`src/rtl/uart_rx.sv`:
```
// rtl/uart_rx.sv - 8N1 UART receiver with midpoint sampling and framing-error detection
module uart_rx #(
  parameter int CLOCK_FREQ = 12_000_000,
  parameter int BAUD_RATE  = 115200
) (
  input  logic       clk,
  input  logic       rst_n,
  input  logic       rx,
  output logic [7:0] data,
  output logic       data_valid,
  output logic       frame_err,
  output logic       busy
);

  localparam int CLKS_PER_BIT = CLOCK_FREQ / BAUD_RATE;
  localparam int HALF_BIT     = CLKS_PER_BIT / 2;

  // Terminal counts: a full bit period and half a bit period, minus one.
  localparam logic [15:0] BIT_LAST  = 16'(CLKS_PER_BIT - 1);
  localparam logic [15:0] HALF_LAST = 16'(HALF_BIT - 1);

  localparam logic [2:0] IDLE  = 3'd0;
  localparam logic [2:0] START = 3'd1;
  localparam logic [2:0] DATA  = 3'd2;
  localparam logic [2:0] STOP  = 3'd3;
  localparam logic [2:0] BREAK = 3'd4;

  logic [2:0]  state;
  logic [15:0] clk_count;
  logic [2:0]  bit_index;
  logic [7:0]  shift_reg;
  logic        rx_meta;
  logic        rx_sync;

  // Two-flop synchronizer; both stages reset to the idle (high) line level.
  always_ff @(posedge clk) begin
    if (!rst_n) begin
      rx_meta <= 1'b1;
      rx_sync <= 1'b1;
    end else begin
      rx_meta <= rx;
      rx_sync <= rx_meta;
    end
  end

  // Receive state machine: start qualification, data shift, stop check, break hold-off.
  always_ff @(posedge clk) begin
    if (!rst_n) begin
      state      <= IDLE;
      clk_count  <= 16'd0;
      bit_index  <= 3'd0;
      shift_reg  <= 8'h00;
      data       <= 8'h00;
      data_valid <= 1'b0;
      frame_err  <= 1'b0;
    end else begin
      data_valid <= 1'b0;
      frame_err  <= 1'b0;
      case (state)
        IDLE: begin
          clk_count <= 16'd0;
          bit_index <= 3'd0;
          if (!rx_sync) begin
            state <= START;
          end
        end
        START: begin
          if (clk_count == HALF_LAST) begin
            clk_count <= 16'd0;
            // A line that is high again at mid start bit was only a glitch.
            state     <= rx_sync ? IDLE : DATA;
          end else begin
            clk_count <= clk_count + 16'd1;
          end
        end
        DATA: begin
          if (clk_count == BIT_LAST) begin
            clk_count <= 16'd0;
            shift_reg <= {rx_sync, shift_reg[7:1]};
            if (bit_index == 3'd7) begin
              bit_index <= 3'd0;
              state     <= STOP;
            end else begin
              bit_index <= bit_index + 3'd1;
            end
          end else begin
            clk_count <= clk_count + 16'd1;
          end
        end
        STOP: begin
          if (clk_count == BIT_LAST) begin
            clk_count <= 16'd0;
            // Leaving at the stop-bit midpoint leaves room to catch an immediate next start.
            if (rx_sync) begin
              data       <= shift_reg;
              data_valid <= 1'b1;
              state      <= IDLE;
            end else begin
              frame_err <= 1'b1;
              state     <= BREAK;
            end
          end else begin
            clk_count <= clk_count + 16'd1;
          end
        end
        BREAK: begin
          clk_count <= 16'd0;
          // Hold here while the line stays low so a break cannot look like a new start.
          if (rx_sync) begin
            state <= IDLE;
          end
        end
        default: begin
          state     <= IDLE;
          clk_count <= 16'd0;
          bit_index <= 3'd0;
        end
      endcase
    end
  end

  assign busy = (state != IDLE);

endmodule
```
`config.mk`:
```
export PLATFORM = sky130hd
export DESIGN_NAME = uart_rx
export DESIGN_NICKNAME = d
export VERILOG_FILES = /design/src/rtl/uart_rx.sv
export SDC_FILE = /design/constraint.sdc
export NUM_CORES = 1
export LEC_CHECK = 0
export ABC_CLOCK_PERIOD_IN_PS = 2100
export BUFFER_PORTS_ARGS = -buffer_cell sky130_fd_sc_hd__buf_4
export CORE_MARGIN = 5
export CORE_UTILIZATION = 52
export CTS_BUF_LIST = sky130_fd_sc_hd__clkbuf_16
export DETAILED_ROUTE_END_ITERATION = 10
export PLACE_DENSITY = 0.7
export SYNTH_ARGS = -nofsm -noshare
export SYNTH_HDL_FRONTEND = slang
export SYNTH_SLANG_ARGS = --single-unit
export TNS_END_PERCENT = 20
```
`constraint.sdc`:
```
create_clock -name clk -period 2.1 [get_ports clk]
set_clock_uncertainty 0.15 [all_clocks]
set_input_delay 0.525 -clock clk [delete_from_list [all_inputs] [get_ports clk]]
set_output_delay 0.525 -clock clk [all_outputs]
set_load 0.01 [all_outputs]
```
# [Word level (Yosys, flattened, before mapping)]
# Index checks and enable logic that the tools add are counted.
[classes] add_sub_neg=2 multipliers=0 div=0 n_lt_le_gt_ge=0 n_eq_ne=13 shift=0 n_mux=17 n_bitwise=1 reduce_logical=9
[op_table] op="$mux W16" n=2
[op_table] op="$pmux W16 S2" n=1
[op_table] op="$mux W3" n=9
[op_table] op="$add A16 B1 Y16 const B" n=1
[op_table] op="$eq A16 B6 Y1 const B" n=1
[op_table] op="$eq A16 B7 Y1 const B" n=1
[op_table] op="$pmux W3 S5" n=1
[op_table] op="$ne A2 B2 Y1 const B" n=6
[op_table] op="$eq A3 B2 Y1 const B" n=2
[op_table] op="$eq A3 B3 Y1 const B" n=2
[op_table] op="$pmux W3 S2" n=1
[op_table] op="$reduce_and A3 Y1" n=2
[op_table] op="$reduce_and A6 Y1" n=1
[op_table] op="$reduce_and A2 Y1" n=2
[op_table] op="$add A3 B1 Y3 const B" n=1
[op_table] op="$eq A3 B1 Y1 const B" n=1
[op_table] op="$logic_not A3 Y1" n=1
[op_table] op="$reduce_bool A3 Y1" n=1
[op_table] op="$reduce_or A3 Y1" n=1
[op_table] op="$mux W1" n=2
[op_table] op="$mux W2" n=1
[op_table] op="$reduce_or A2 Y1" n=1
[op_table] op="$not A1 Y1" n=1
[totals] reg_bits=42 latchBits=0 ram_bits=0 rom_bits=0 word_cells=51 mem_count=0

# [Depth between registers and ports, before layout]
# Gate-level depths: netlist of run 1.
[logic_depth] ltp_word=4 depth_mapped=7 depth_no_buf=6

# [Worst setup path after synthesis of run 1]
# No wires, ideal clock.
[synth_path] path_kind="register to register" startpoint="register clk_count[7]" endpoint="register data[0]" t_arrival_ns=1.771 t_required_ns=1.834 setup_slack_ns=0.063 stages_incl_launch_ff=7 path_buffers=1 synth_period_minus_slack_ns=2.037 path_cell_list="dfxtp_1 -> or4_4 -> nor4_4 -> and3_1 -> buf_6 -> mux2i_1 -> nor2b_1"
[synth_between] elab_chain_len=2
[synth_lines] element="start: declaration" line_no="29" source="logic [15:0] clk_count;"
[synth_lines] element="start signal: assignment" line_no="73" source="clk_count <= clk_count + 16'd1;"
[synth_lines] element="start signal: assignment" line_no="87" source="clk_count <= clk_count + 16'd1;"
[synth_lines] element="start signal: assignment" line_no="103" source="clk_count <= clk_count + 16'd1;"
[synth_lines] element="$eq A16 B7 Y1" line_no="91" source="if (clk_count == BIT_LAST) begin"
[synth_lines] element="$reduce_and A3 Y1 (no source line)"
[synth_lines] element="end signal: assignment" line_no="95" source="data <= shift_reg;"
[synth_lines] element="end: declaration" line_no="9" source="output logic [7:0] data,"
# Every way passes these cells.
# A chain may end at the register's enable or synchronous reset.

# [Worst setup path in the final report of run 1]
[layout_path] startpoint="register clk_count[15]" endpoint="register clk_count[12]"
[layout_between] elab_chain_len=3 elab_cells_between_ends=5 cone_classes="eq/ne (2); mux (3)"
[layout_lines] element="$eq A16 B7 Y1 or $eq A16 B6 Y1 (tied branches)" line_no="77, 91, 68"
[layout_lines] element="$mux W16 (on tied branches)" line_no="77, 91, 68"
[layout_lines] element="$pmux W16 S2 (*)" line_no="59" source="case (state)"
# Every way passes the cells marked *; elsewhere a longest branch is shown, timed or not.

==> flow_metrics.tcl, run 1 <==
set metrics [dict create \
    cts_buffer_depth 2 \
    place.port_buffers 13 \
    cellLeakagePower_nw 0.915 \
    drv_cap 0 \
    yosysTopAreaCell "dfxtp_1" \
    fin_crit_ns 2.16 \
    synth.top_cell.area_share 0.464 \
    yosysUniqueCellTypes 32 \
    finalCritPeriodShare 1.03 \
    drtAntennaViolNets 0 \
    path_class "reg -> reg" \
    hold_viol 0 \
    start_util 0.538 \
    avgSynthCellArea_um2 9.33 \
    fmax_ghz 0.462 \
    dpl.hpwl_um 2540 \
    slew_violations 0 \
    first_pass_iters 4 \
    cp-start-kind "flop" \
    synthToLayoutAreaGrowth_pct 31.6 \
    antenna_found_initial 0 \
    coreArea_mm2 0.00336 \
    drive_gt1_frac 0.251 \
    drc_errors 0 \
    synth_seq_cells 42 \
    worst_ep_required_time_ns 2.13 \
    vias 1439 \
    ys.flop_type "dfxtp_1" \
    cts.reportedPaths.clkPinSlew_ns 0.06 \
    cp-end-kind "flop" \
    grt_pass1_wl_um 6130 \
    yosysWarnings 0 \
    synth.most_common_cell "dfxtp_1" \
    wirelength_um 3970 \
    crit_path_max_fanout 8 \
    viasPerCell 5.27 \
    final_area_mm2 0.00238 \
    gp_congestion 0.814 \
    overflow 0 \
    place_area_mm2 0.00205 \
    grt_max_degree 31 \
    met2_length_um 2080 \
    antennaDiodeCount 0 \
    ir_drop_mv 0.548 \
    syn_inst 194 \
    ios 14 \
    synthTopCellsByCount "dfxtp_1, nor2_1, nor2b_1, mux2i_1, nand2_1" \
    maxSlewHeadroom 0.656 \
    finalWorstSetupSlack_ns -0.0630 \
    slowest_delay_ns 0.57 \
    cts_tree "done" \
    cts_hold_buf 0 \
    largest_reg_flops 16 \
    grt_pass1_vias 1369 \
    syn_nets 200 \
    worstPathCellList "or4_4 -> buf_4 -> nor4_2 -> a211oi_2 -> o21ai_4 -> clkbuf_16 -> nor2_1" \
    die_area_mm2 0.00476 \
    power.total_w 0.00185 \
    met1_length_um 1650 \
    place_ws_ns -0.0244 \
    synth_edf_count 0 \
    clock-sinks 42 \
    arrival_ns 2.19 \
    dr_wl_met3_um 182 \
    nNetsFinal 232 \
    tns_ns -0.812 \
    clock_latency_ns 0.28 \
    power_density_mw_per_mm2 777 \
    seq_area_frac_synth 0.464 \
    async_flop_share 0 \
    violations "negative setup slack" \
    drtIter0Drc 87 \
    setup_viol 19 \
    die_w_um 69.0 \
    syn_area_mm2 0.00181 \
    tightest_slew_ns 0.509 \
    status "finished, violations left" \
    highest_layer "met4" \
    min_path_type "reg -> reg" \
    grt_usage 0.157 \
    num_rows 21 \
    cts_root_buffer "clkbuf_16" \
    final_cells 273 \
    htreeDepth 2 \
    die_y_um 69.0 \
    wl_per_cell_um 14.5 \
    cp_slowest_cell "or4_4" \
    cts_buffers 5 \
    rsz0062_at_grt "yes" \
    synth.area.top_cells "dfxtp_1, mux2i_1, nor2_1" \
    dpl.cell_count 259 \
]
==> final timing paths <==
path	from	to	slack, ns	cells past startpoint
max	clk_count[15]$_SDFF_PN0_	clk_count[12]$_SDFF_PN0_	-0.06	7
min	rx_meta$_SDFF_PN1_	rx_sync$_SDFF_PN1_	0.27	1
max reg2reg	clk_count[15]$_SDFF_PN0_	clk_count[12]$_SDFF_PN0_	-0.06	7
min reg2reg	rx_meta$_SDFF_PN1_	rx_sync$_SDFF_PN1_	0.27	1
==> through the flow <==
step	util	hold slack, ns
2_1_floorplan	-	0.236
3_3_place_gp	0.609	0.245
3_5_place_dp	0.609	0.250
4_1_cts	0.669	0.270
5_1_grt	0.708	0.280
6_report	0.708	0.266
==> worst max-delay path: cells and delay by family (launching register included) <==
kind	cells	cell delay [ns]
AND/OR/NAND/NOR	3	0.81
flip-flops	1	0.32
buffers and inverters	2	0.36
AO/OA/AOI/OAI	2	0.42
==> layout by cell type (no fill, tap or decap), types with 2 or more instances in the layout <==
cell,count
ha_1,3
buf_12,2
nor3_1,5
nor4_1,2
nor2_4,3
nor2_1,25
or4_4,2
clkbuf_16,7
xor2_1,8
nand2b_1,5
o22ai_1,3
mux2i_2,2
inv_1,4
nor2b_1,17
a21oi_1,2
dfxtp_2,2
nand3_1,6
bufinv_16,2
nand4_1,4
xnor2_1,7
buf_4,29
mux2i_1,14
nand2_1,16
dfxtp_1,40
==> kinds of logic after synthesis <==
kind of cell,Yosys count,share of synthesized area
AO/OA/AOI/OAI,10,0.0380
AND/OR/NAND/NOR,96,0.282
multiplexers,16,0.0885
buffers and inverters,12,0.0339
XOR/XNOR,15,0.0726
flip-flops,42,0.464
adder cells (fa/ha/maj),3,0.0207
==> timing repair <==
action,4_1_cts,5_1_grt
pin swaps,0,9
resized for setup,1,14
setup endpoints to repair,4,34
setup buffers,0,4
endpoints found under the hold margin,0,0
gates cloned,0,2
==> area by class of cell <==
cell class                      instances  area, um^2
Clock buffer                            5         125
Clock inverter                          3        68.8
Fill cell                             257         981
Inverter                                4        15.0
Multi-Input combinational cell        140         965
Sequential cell                        42         843
Tap cell                               46        57.6
Timing Repair Buffer                   33         308
==> report_power, final <==
part	switching, W	leakage, nW	internal [W]	total, W
clock network	0.000308	0.0940	0.000683	0.000991
logic	0.0000298	0.481	0.0000231	0.0000529
registers	0.00000704	0.340	0.000801	0.000808
total	0.000345	0.915	0.00151	0.00185
==> per-layer routing <==
metal  vias up  track usage
li1        717            -
met1       681        0.176
met2        34        0.275
met3         7       0.0538
met4         0       0.0521
met5         -            0
No activity file was read; power rests on OpenSTA's default activity.
==> run 2: changes to the inputs <==
--- a/config.mk
+++ b/config.mk
@@ -15,4 +15,4 @@
 export SYNTH_ARGS = -nofsm -noshare
 export SYNTH_HDL_FRONTEND = slang
 export SYNTH_SLANG_ARGS = --single-unit
-export TNS_END_PERCENT = 20
+export TNS_END_PERCENT = 30
==> run 2 against run 1 <==
  * The flow still finishes with violations (negative setup slack)
  * First-iteration DRC count shrank 15%
  * Design area increased by 1.3%
  * Cell count stayed put
  * Global-route usage is the same
  * Combinational power increased by 0.9%
  * Register-to-register slack better by 0.02 ns
  * Power rose by 0.12%
==> flow_metrics.tcl, run 2 (synthesized netlist as in run 1, its figures left out) <==
set metrics [dict create \
    status "finished, violations left" \
    violations "negative setup slack" \
    drive_gt1_frac 0.269 \
    reg2reg_slack_ns -0.05 \
    fin_crit_ns 2.15 \
    grt_pass1_wl_um 6130 \
    wirelength_um 3980 \
    cts_buffer_depth 2 \
    synthToLayoutAreaGrowth_pct 33.2 \
    rsz0062_at_grt "yes" \
    vias 1467 \
    path_class "reg -> reg" \
    setup_viol 20 \
    nNetsFinal 232 \
    final_common_cell "dfxtp_1" \
    dpl.hpwl_um 2540 \
    gp_congestion 0.814 \
    viasPerCell 5.37 \
    drv_cap 0 \
    start_util 0.538 \
    power_density_mw_per_mm2 768 \
    arrival_ns 2.17 \
    coreArea_mm2 0.00336 \
    ir_drop_mv 0.547 \
    tightest_slew_ns 0.495 \
    drtAntennaViolNets 0 \
    cellLeakagePower_nw 0.915 \
    final_cell_mix "dfxtp_1, buf_4, nor2_1, nor2b_1, nand2_1" \
    grt_pass1_vias 1369 \
    die_area_mm2 0.00476 \
    antenna_found_initial 0 \
    overflow 0 \
    die_w_um 69.0 \
    drtIter0Drc 74 \
    finalWorstSetupSlack_ns -0.0468 \
    slew_violations 0 \
    clock-sinks 42 \
    fin_hold_ws_ns 0.266 \
    hold_viol 0 \
    finalCritPeriodShare 1.02 \
    multi_input_area_um2 995 \
    clock_latency_ns 0.28 \
    cts_buffers 5 \
    cp-start-kind "flop" \
    htreeDepth 2 \
    drc_errors 0 \
    grt_max_degree 31 \
    grt_usage 0.157 \
    min_path_type "reg -> reg" \
    final_area_mm2 0.00241 \
    place_area_mm2 0.00205 \
    dpl.cell_count 259 \
    antennaDiodeCount 0 \
    n_fill_cell 256 \
    first_pass_iters 4 \
    place.port_buffers 13 \
    maxSlewHeadroom 0.666 \
    power.total_w 0.00185 \
    ios 14 \
    cp-end-kind "flop" \
    largest_reg_flops 16 \
    cts_tree "done" \
    die_y_um 69.0 \
    num_rows 21 \
    seq_area_um2 843 \
    wl_per_cell_um 14.6 \
    worst_ep_required_time_ns 2.12 \
    fmax_ghz 0.466 \
    cts_root_buffer "clkbuf_16" \
    crit_path_max_fanout 8 \
    cts_hold_buf 0 \
    cts.reportedPaths.clkPinSlew_ns 0.06 \
    final_cells 273 \
]
## run 2: layout make-up
| type | instances | area share |
|---|---|---|
| flip-flops and latches | 42 | 0.350 |
| clock inverters | 3 | 0.0285 |
| multi-input cells | 140 | 0.412 |
| repair buffers | 33 | 0.128 |
| well taps | 46 | 0.0239 |
| clock buffers | 5 | 0.0519 |
| inverters | 4 | 0.00622 |
## run 2: worst paths after layout
| kind | startpoint | endpoint | depth (start not counted) |
|---|---|---|---|
| worst max register to register | clk_count[0]$_SDFF_PN0_ | clk_count[11]$_SDFF_PN0_ | 7 |
| worst min register to register | rx_meta$_SDFF_PN1_ | rx_sync$_SDFF_PN1_ | 1 |
| worst min-delay path | rx_meta$_SDFF_PN1_ | rx_sync$_SDFF_PN1_ | 1 |
| worst max-delay path | clk_count[0]$_SDFF_PN0_ | clk_count[11]$_SDFF_PN0_ | 7 |
## run 2: power breakdown
group | switching, W | total (W) | internal, W
combinational | 0.0000301 | 0.0000534 | 0.0000233
clock | 0.000310 | 0.000992 | 0.000683
sequential | 0.00000718 | 0.000808 | 0.000801
## run 2: layer usage
layer	GRT usage	vias to the layer above	routed length [um]
met1	0.176	704	1650
li1	-	720	-
met3	0.0538	6	186
met2	0.275	37	2090
met4	0.0521	0	56
met5	0	-	0
## run 2: critical path: stages (launching register included)
cell and delay (ns):
dfxtp_1 0.39, ha_1 0.27, nand2_1 0.08, nor4b_1 0.44, a211oi_2 0.21, o21ai_4 0.24
buf_12 0.19, nor2_2 0.05
## run 2: stage by stage
stage          setup WS [ns]  TNS, ns  utilization
6_report             -0.0468   -0.609        0.717
2_1_floorplan         0.0632        0            -
3_3_place_gp          0.0770        0        0.609
5_1_grt               -0.144    -3.44        0.717
4_1_cts              -0.0215  -0.0387        0.669
3_5_place_dp         -0.0244  -0.0312        0.609
## run 2: timing repair
action | in CTS | in global routing
pin swaps | 0 | 12
cloned | 0 | 2
gates resized for setup | 1 | 22
endpoints found under the setup margin | 4 | 34
buffers inserted | 0 | 4
